===== src/rtl/hazard_tag_pipeline_pkg.sv =====
// Shared types for the hazard/tag pipeline: stage tag layout, bubble constant and stall FSM states.
package hazard_pkg;

  localparam int unsigned REG_W = 5;

  typedef struct packed {
    logic [REG_W-1:0] rd;
    logic             regwrite;
    logic             memread;
    logic [REG_W-1:0] rs1;
    logic [REG_W-1:0] rs2;
    logic             valid;
  } stage_tag_t;

  localparam stage_tag_t BUBBLE_TAG = '0;

  typedef enum logic [0:0] {
    RUN    = 1'b0,
    BUBBLE = 1'b1
  } stall_state_t;

endpackage


===== src/rtl/hazard_tag_pipeline_if.sv =====
// ID-stage decode inputs and tag/stall outputs of hazard_tag_pipeline, grouped as one bundle.
interface hazard_tag_pipeline_if #(
  parameter int unsigned XLEN_REG = 5,
  parameter int unsigned STAT_W   = 16
);

  logic                VALID_ID;
  logic [XLEN_REG-1:0] ARD_ID;
  logic [XLEN_REG-1:0] ARS1_ID;
  logic [XLEN_REG-1:0] ARS2_ID;
  logic                USES_RS1_ID;
  logic                USES_RS2_ID;
  logic                REGWRITE_ID;
  logic                MEMREAD_ID;
  logic                FLUSH;
  logic                MEM_BUSY;

  logic                STALL;
  logic [XLEN_REG-1:0] ARS1;
  logic [XLEN_REG-1:0] ARS2;
  logic [XLEN_REG-1:0] ARD_EX_MEM;
  logic                REGWRITE_EX_MEM;
  logic [XLEN_REG-1:0] ARD_MEM_WB;
  logic                REGWRITE_MEM_WB;
  logic [STAT_W-1:0]   STALL_COUNT;

  modport master (
    output VALID_ID, ARD_ID, ARS1_ID, ARS2_ID, USES_RS1_ID, USES_RS2_ID,
    output REGWRITE_ID, MEMREAD_ID, FLUSH, MEM_BUSY,
    input  STALL, ARS1, ARS2, ARD_EX_MEM, REGWRITE_EX_MEM, ARD_MEM_WB, REGWRITE_MEM_WB,
    input  STALL_COUNT
  );

  modport slave (
    input  VALID_ID, ARD_ID, ARS1_ID, ARS2_ID, USES_RS1_ID, USES_RS2_ID,
    input  REGWRITE_ID, MEMREAD_ID, FLUSH, MEM_BUSY,
    output STALL, ARS1, ARS2, ARD_EX_MEM, REGWRITE_EX_MEM, ARD_MEM_WB, REGWRITE_MEM_WB,
    output STALL_COUNT
  );

endinterface


===== src/rtl/hazard_tag_pipeline_stage_tag_reg.sv =====
// One pipeline tag register: hold has priority over bubble, bubble over normal load.
module stage_tag_reg
  import hazard_pkg::*;
(
  input  logic       clk_i,
  input  logic       rst_i,
  input  logic       hold_i,
  input  logic       bubble_i,
  input  stage_tag_t d_i,
  output stage_tag_t q_o
);

  stage_tag_t tag_q;

  always_ff @(posedge clk_i) begin
    if (rst_i) begin
      tag_q <= BUBBLE_TAG;
    end else if (!hold_i) begin
      tag_q <= bubble_i ? BUBBLE_TAG : d_i;
    end
  end

  assign q_o = tag_q;

endmodule


===== src/rtl/hazard_tag_pipeline.sv =====
// Tracks rd tags through ID/EX, EX/MEM, MEM/WB; load-use stall, branch flush, memory freeze.
// Optional saturating load-use stall counter: define HAZARD_STATS_EN.
module hazard_tag_pipeline
  import hazard_pkg::*;
#(
  parameter int unsigned XLEN_REG = 5,
  parameter int unsigned STAT_W   = 16
) (
  input logic                 CLK,
  input logic                 RST,
  hazard_tag_pipeline_if.slave bus
);

  localparam logic [XLEN_REG-1:0] RegZero = '0;

  stage_tag_t   id_tag;
  stage_tag_t   id_ex_q;
  stage_tag_t   ex_mem_q;
  stage_tag_t   mem_wb_q;
  stall_state_t state_q;

  logic hz_raw;
  logic hz;
  logic take_stall;

  // x0 writes and invalid slots never carry regwrite, so bubbles stay harmless downstream.
  always_comb begin
    id_tag          = BUBBLE_TAG;
    id_tag.valid    = bus.VALID_ID;
    id_tag.rd       = bus.ARD_ID;
    id_tag.rs1      = bus.ARS1_ID;
    id_tag.rs2      = bus.ARS2_ID;
    id_tag.regwrite = bus.REGWRITE_ID & bus.VALID_ID & (bus.ARD_ID != RegZero);
    id_tag.memread  = bus.MEMREAD_ID & bus.VALID_ID;
  end

  always_comb begin
    hz_raw = id_ex_q.valid & id_ex_q.memread & id_ex_q.regwrite & bus.VALID_ID &
             ((bus.USES_RS1_ID & (bus.ARS1_ID == id_ex_q.rd)) |
              (bus.USES_RS2_ID & (bus.ARS2_ID == id_ex_q.rd)));
    hz         = hz_raw & (state_q == RUN);
    take_stall = hz & ~bus.MEM_BUSY & ~bus.FLUSH;
  end

  // A flushed ID instruction is squashed, so it must not hold the front end.
  assign bus.STALL = ~RST & (bus.MEM_BUSY | take_stall);

  stage_tag_reg u_id_ex (
    .clk_i   (CLK),
    .rst_i   (RST),
    .hold_i  (bus.MEM_BUSY),
    .bubble_i(bus.FLUSH | hz),
    .d_i     (id_tag),
    .q_o     (id_ex_q)
  );

  stage_tag_reg u_ex_mem (
    .clk_i   (CLK),
    .rst_i   (RST),
    .hold_i  (bus.MEM_BUSY),
    .bubble_i(1'b0),
    .d_i     (id_ex_q),
    .q_o     (ex_mem_q)
  );

  stage_tag_reg u_mem_wb (
    .clk_i   (CLK),
    .rst_i   (RST),
    .hold_i  (bus.MEM_BUSY),
    .bubble_i(1'b0),
    .d_i     (ex_mem_q),
    .q_o     (mem_wb_q)
  );

  always_ff @(posedge CLK) begin
    if (RST) begin
      state_q <= RUN;
    end else if (!bus.MEM_BUSY) begin
      case (state_q)
        RUN:     if (take_stall) state_q <= BUBBLE;
        BUBBLE:  state_q <= RUN;
        default: state_q <= RUN;
      endcase
    end
  end

`ifdef HAZARD_STATS_EN
  logic [STAT_W-1:0] stall_cnt_q;

  always_ff @(posedge CLK) begin
    if (RST) begin
      stall_cnt_q <= '0;
    end else if (take_stall && (stall_cnt_q != {STAT_W{1'b1}})) begin
      stall_cnt_q <= stall_cnt_q + 1'b1;
    end
  end

  assign bus.STALL_COUNT = stall_cnt_q;
`else
  assign bus.STALL_COUNT = {STAT_W{1'b0}};
`endif

  assign bus.ARS1            = id_ex_q.rs1;
  assign bus.ARS2            = id_ex_q.rs2;
  assign bus.ARD_EX_MEM      = ex_mem_q.rd;
  assign bus.REGWRITE_EX_MEM = ex_mem_q.regwrite;
  assign bus.ARD_MEM_WB      = mem_wb_q.rd;
  assign bus.REGWRITE_MEM_WB = mem_wb_q.regwrite;

  logic unused_tag_bits;
  assign unused_tag_bits = ^{ex_mem_q.memread, ex_mem_q.rs1, ex_mem_q.rs2, ex_mem_q.valid,
                             mem_wb_q.memread, mem_wb_q.rs1, mem_wb_q.rs2, mem_wb_q.valid};

  // The stall lasts one cycle because ID/EX always holds a bubble while in BUBBLE.
  a_bubble_no_hz: assert property (@(posedge CLK) disable iff (RST)
    (state_q == BUBBLE) |-> !hz_raw);

  a_no_x0_write: assert property (@(posedge CLK) disable iff (RST)
    !(id_ex_q.regwrite && (id_ex_q.rd == '0)));

endmodule

===== src/flat_wrapper.sv =====
// flat-port wrapper written by rule: the top's interface ports become plain ports
module hazard_tag_pipeline_flat import hazard_pkg::*;
#(
  parameter int unsigned XLEN_REG = 5,
  parameter int unsigned STAT_W   = 16
)
  (CLK, RST, bus_VALID_ID, bus_ARD_ID, bus_ARS1_ID, bus_ARS2_ID, bus_USES_RS1_ID, bus_USES_RS2_ID, bus_REGWRITE_ID, bus_MEMREAD_ID, bus_FLUSH, bus_MEM_BUSY, bus_STALL, bus_ARS1, bus_ARS2, bus_ARD_EX_MEM, bus_REGWRITE_EX_MEM, bus_ARD_MEM_WB, bus_REGWRITE_MEM_WB, bus_STALL_COUNT);
  hazard_tag_pipeline_if #(.XLEN_REG(XLEN_REG), .STAT_W(STAT_W)) bus_i ();
  input logic CLK;
  input logic RST;
  input wire logic [$bits(bus_i.VALID_ID)-1:0] bus_VALID_ID;
  input wire logic [$bits(bus_i.ARD_ID)-1:0] bus_ARD_ID;
  input wire logic [$bits(bus_i.ARS1_ID)-1:0] bus_ARS1_ID;
  input wire logic [$bits(bus_i.ARS2_ID)-1:0] bus_ARS2_ID;
  input wire logic [$bits(bus_i.USES_RS1_ID)-1:0] bus_USES_RS1_ID;
  input wire logic [$bits(bus_i.USES_RS2_ID)-1:0] bus_USES_RS2_ID;
  input wire logic [$bits(bus_i.REGWRITE_ID)-1:0] bus_REGWRITE_ID;
  input wire logic [$bits(bus_i.MEMREAD_ID)-1:0] bus_MEMREAD_ID;
  input wire logic [$bits(bus_i.FLUSH)-1:0] bus_FLUSH;
  input wire logic [$bits(bus_i.MEM_BUSY)-1:0] bus_MEM_BUSY;
  output wire logic [$bits(bus_i.STALL)-1:0] bus_STALL;
  output wire logic [$bits(bus_i.ARS1)-1:0] bus_ARS1;
  output wire logic [$bits(bus_i.ARS2)-1:0] bus_ARS2;
  output wire logic [$bits(bus_i.ARD_EX_MEM)-1:0] bus_ARD_EX_MEM;
  output wire logic [$bits(bus_i.REGWRITE_EX_MEM)-1:0] bus_REGWRITE_EX_MEM;
  output wire logic [$bits(bus_i.ARD_MEM_WB)-1:0] bus_ARD_MEM_WB;
  output wire logic [$bits(bus_i.REGWRITE_MEM_WB)-1:0] bus_REGWRITE_MEM_WB;
  output wire logic [$bits(bus_i.STALL_COUNT)-1:0] bus_STALL_COUNT;
  assign bus_i.VALID_ID = bus_VALID_ID;
  assign bus_i.ARD_ID = bus_ARD_ID;
  assign bus_i.ARS1_ID = bus_ARS1_ID;
  assign bus_i.ARS2_ID = bus_ARS2_ID;
  assign bus_i.USES_RS1_ID = bus_USES_RS1_ID;
  assign bus_i.USES_RS2_ID = bus_USES_RS2_ID;
  assign bus_i.REGWRITE_ID = bus_REGWRITE_ID;
  assign bus_i.MEMREAD_ID = bus_MEMREAD_ID;
  assign bus_i.FLUSH = bus_FLUSH;
  assign bus_i.MEM_BUSY = bus_MEM_BUSY;
  assign bus_STALL = bus_i.STALL;
  assign bus_ARS1 = bus_i.ARS1;
  assign bus_ARS2 = bus_i.ARS2;
  assign bus_ARD_EX_MEM = bus_i.ARD_EX_MEM;
  assign bus_REGWRITE_EX_MEM = bus_i.REGWRITE_EX_MEM;
  assign bus_ARD_MEM_WB = bus_i.ARD_MEM_WB;
  assign bus_REGWRITE_MEM_WB = bus_i.REGWRITE_MEM_WB;
  assign bus_STALL_COUNT = bus_i.STALL_COUNT;
  hazard_tag_pipeline #(.XLEN_REG(XLEN_REG), .STAT_W(STAT_W)) u_core (.CLK(CLK), .RST(RST), .bus(bus_i));
endmodule

===== config.mk =====
export PLATFORM = sky130hd
export DESIGN_NAME = hazard_tag_pipeline_flat
export DESIGN_NICKNAME = d
export VERILOG_FILES = /design/src/rtl/hazard_tag_pipeline_pkg.sv /design/src/rtl/hazard_tag_pipeline_if.sv /design/src/rtl/hazard_tag_pipeline_stage_tag_reg.sv /design/src/rtl/hazard_tag_pipeline.sv /design/src/flat_wrapper.sv
export SDC_FILE = /design/constraint.sdc
export NUM_CORES = 1
export LEC_CHECK = 0
export BUFFER_PORTS_ARGS = -buffer_cell sky130_fd_sc_hd__buf_2
export CORE_MARGIN = 5
export CORE_UTILIZATION = 30
export CTS_BUF_LIST = sky130_fd_sc_hd__clkbuf_4
export CTS_CLUSTER_SIZE = 30
export DETAILED_ROUTE_END_ITERATION = 10
export PLACE_DENSITY = 0.66
export SLEW_MARGIN = 40
export SYNTH_ARGS = -nofsm -noshare
export SYNTH_HDL_FRONTEND = slang
export SYNTH_SLANG_ARGS = --single-unit
export TNS_END_PERCENT = 1

===== constraint.sdc =====
create_clock -name CLK -period 1.6 [get_ports CLK]
set_input_delay 0.16 -clock CLK [delete_from_list [all_inputs] [get_ports CLK]]
set_output_delay 0.16 -clock CLK [all_outputs]
set_load 0.005 [all_outputs]

==> qor.yml <==
wl_per_cell_um: 13.1
synthAdderAreaFrac_pct: 0
reg2reg_depth: 6
synth-simple-area-share_pct: 9.95
wirelength_mm: 3.04
cts_root_buf: "clkbuf_4"
cp.arrival_ns: 1.72
postRouteAntennaNets: 0
drc_errors: 0
tightest_slew_ns: 0.671
utilization_pct: 37.6
cts_tree: "yes"
path_max_fanout: 2
io_buffer_count: 46
avgViaCountPerCell: 4.47
cp-start-kind: "register"
cts_max_level: 2
swShare_pct: 25.2
rows: 24
r2r_slack_ns: -0.11
power_switching_mw: 0.347
maxCapViolCount: 0
cts.sinks: 31
path_clk_slew_ns: 0.10
synth-xor-area-share_pct: 6.27
gp_congestion: 0.788
status: "complete, but fails checks"
grtUsageMet2_pct: 15.6
period_share_pct: 117
yosys-mux-area-fraction_pct: 8.60
synth_top_family_by_area: "buffers and inverters"
power.density_mw_per_mm2: 825
num_vias: 1037
rsz0062_at_grt: "true"
first_pass_iters: 4
dpl.hpwl_mm: 2.36
reg2reg_from: "u_core.u_id_ex.q_o[14]"
violations: "negative setup slack"
dp.cells: 225
syn_area_mm2: 0.00140
grt_use_met1_pct: 11.7
area_growth_pct: 19.7
clockBufferDepth: 2
nNetsFinal: 204
io_pins: 63
criticalPathCategory: "register to output pin"
grt_antenna_before_repair: 0
min_path_type: "input port to register"
die_h_um: 78.2
setup_violations: 19
grt_overflow: 0
coreArea_mm2: 0.00444
required_ns: 1.44
busiest_layer: "met2"
synth-compound-area-share_pct: 13.4
grtUsageTotal_pct: 10.1
r2r-end: "u_core.u_id_ex.q_o[11]"
fin_setup_tns_ns: -1.57
synth_cells: 134
worstHoldStart: "bus_ARD_ID[2]"
fmax_ghz: 0.533
ys_seq_elements: 31
grtUsageMet3_pct: 4.81
drive_gt1_share_pct: 44.4
p_clk_share_pct: 29.4
ys_warn_count: 0
numCtsBuffers: 5
dieWidth_um: 78.2
setup_slack_ns: -0.277
hold_depth: 2
layout_min_cycle_time_ns: 1.88
initial_core_util_pct: 31.4
hold_viol: 0
maxSlewHeadroom_pct: 55.1
fin_cells: 232
report.final.slew_viol_count: 0
synth-seq-area-share_pct: 44.4
ir_worst_vdd_mv: 0.358
grt_max_degree: 19
p_leak_nw: 0.801
p_comb_share_pct: 12.1
syn_area_per_cell_um2: 10.4
grt_pass1_vias: 1030
grt_pass1_wl_mm: 4.77
min_to: "u_core.u_id_ex.q_o[15]"
end_kind: "output pin"
fin_skew_ns: 0.0113
antennaDiodeCount: 0
holdWs_ns: 0.0444
seqPwrFrac_pct: 58.5
post-cts-setup-buffers: 0
drt_iter0_drc: 28
insertion_delay_ns: 0.33
synthDistinctLibCells: 24
cellInternalPower_mw: 1.03
die-area_mm2: 0.00612
## synthesized netlist by cell type
cell type  instances  area, um2
a22o_1            10       87.6
a22o_2             6       60.1
a32o_1             2       20.0
buf_2              1       5.00
buf_4             26        195
buf_6              2       22.5
clkbuf_1           3       11.3
conb_1             1       3.75
dfxtp_1           31        621
inv_1              1       3.75
mux2i_1           12        120
nand2_1            3       11.3
nand4_1            3       18.8
nor2_1            13       48.8
nor2b_1            1       6.26
nor2b_2            1       8.76
nor3_1             2       10.0
nor3_4             1       16.3
o21a_1             1       7.51
o21ai_0            1       5.00
o31ai_1            1       7.51
or3_4              1       11.3
or4_1              1       7.51
xnor2_1           10       87.6
## logic make-up after synthesis
logic type,count (synthesis)
other cells,1
xor+xnor,10
mux,12
buf+inv,33
flops,31
simple gates,26
compound gates,21
## layout by cell type, fill, tap and decap left out, types with 2 or more instances in the layout
master | Yosys | final
a22o_1 | 10 | 10
xnor2_1 | 10 | 10
mux2i_1 | 12 | 12
clkbuf_4 | 0 | 5
dfxtp_1 | 31 | 26
nand2_1 | 3 | 3
buf_2 | 1 | 46
nor3_2 | 0 | 2
buf_4 | 26 | 10
nand4_1 | 3 | 3
a32o_1 | 2 | 2
a22o_2 | 6 | 6
nor2_1 | 13 | 12
conb_1 | 1 | 16
dfxtp_2 | 0 | 4
## state kept, by name, summed over array words and instances (netlist names)
name	flops
u_core.u_mem_wb.q_o	6
u_core.u_ex_mem.q_o	6
u_core.state_q	1
u_core.u_id_ex.q_o	18
## worst max path at each step
stage / slack [ns] / start / cells past startpoint / end
floorplan: 0.15 / u_core.u_id_ex.q_o[16] / 6 / u_core.u_id_ex.q_o[0]
global placement: -0.11 / u_core.u_id_ex.q_o[14] / 6 / u_core.u_id_ex.q_o[12]
detailed placement: -0.11 / u_core.u_id_ex.q_o[14] / 6 / u_core.u_id_ex.q_o[12]
CTS: -0.26 / u_core.u_id_ex.q_o[14] / 7 / bus_STALL
global route: -0.41 / u_core.u_id_ex.q_o[14] / 7 / bus_STALL
finish: -0.28 / u_core.u_id_ex.q_o[0] / 7 / bus_STALL
## per-stage QoR
stage	worst slack [ns]	power, mW	instance area (um2)
finish	-0.277	1.38	1670
global route	-0.411	1.46	1670
CTS	-0.260	1.40	1650
detailed placement	-0.108	0.988	1590
global placement	-0.111	0.988	1590
floorplan	0.147	0.954	1450
## routing by layer
layer  share of wire, %  vias up
met2                 45       40
met3                 10        7
met4                1.8        0
li1                   -      516
met1                 43      474
met5                  0        -
## timing repair
| item | 4_1_cts | 5_1_grt |
|---|---|---|
| pin swaps | 11 | 8 |
| setup endpoints to repair | 19 | 19 |
| hold endpoints to repair | 0 | 0 |
| hold buffers | 0 | 0 |
| resized for setup | 6 | 6 |
## final cells by class
class | instances | area, um2
fill | 482 | 2770
sequential | 31 | 629
multi-input combinational | 85 | 622
timing repair buffer | 56 | 305
tap | 52 | 65.1
clock buffer | 5 | 37.5
clock inverter | 2 | 8.76
inverter | 1 | 3.75
## power by group through the flow
| stage | registers, mW | logic [mW] | clock network (mW) |
|---|---|---|---|
| global route | 0.811 | 0.183 | 0.471 |
| detailed placement | 0.826 | 0.163 | 0 |
| finish | 0.807 | 0.166 | 0.406 |
| CTS | 0.807 | 0.164 | 0.427 |
| global placement | 0.825 | 0.163 | 0 |
| floorplan | 0.823 | 0.131 | 0 |
## critical path, stage by stage (launching register included)
cell     delay [ns]
dfxtp_2        0.33
nor2b_4        0.12
nand4_1        0.16
nor3_2         0.21
buf_4          0.16
nor2_4         0.05
o31ai_2        0.22
buf_2          0.14
No activity file was read; power rests on OpenSTA's default activity.
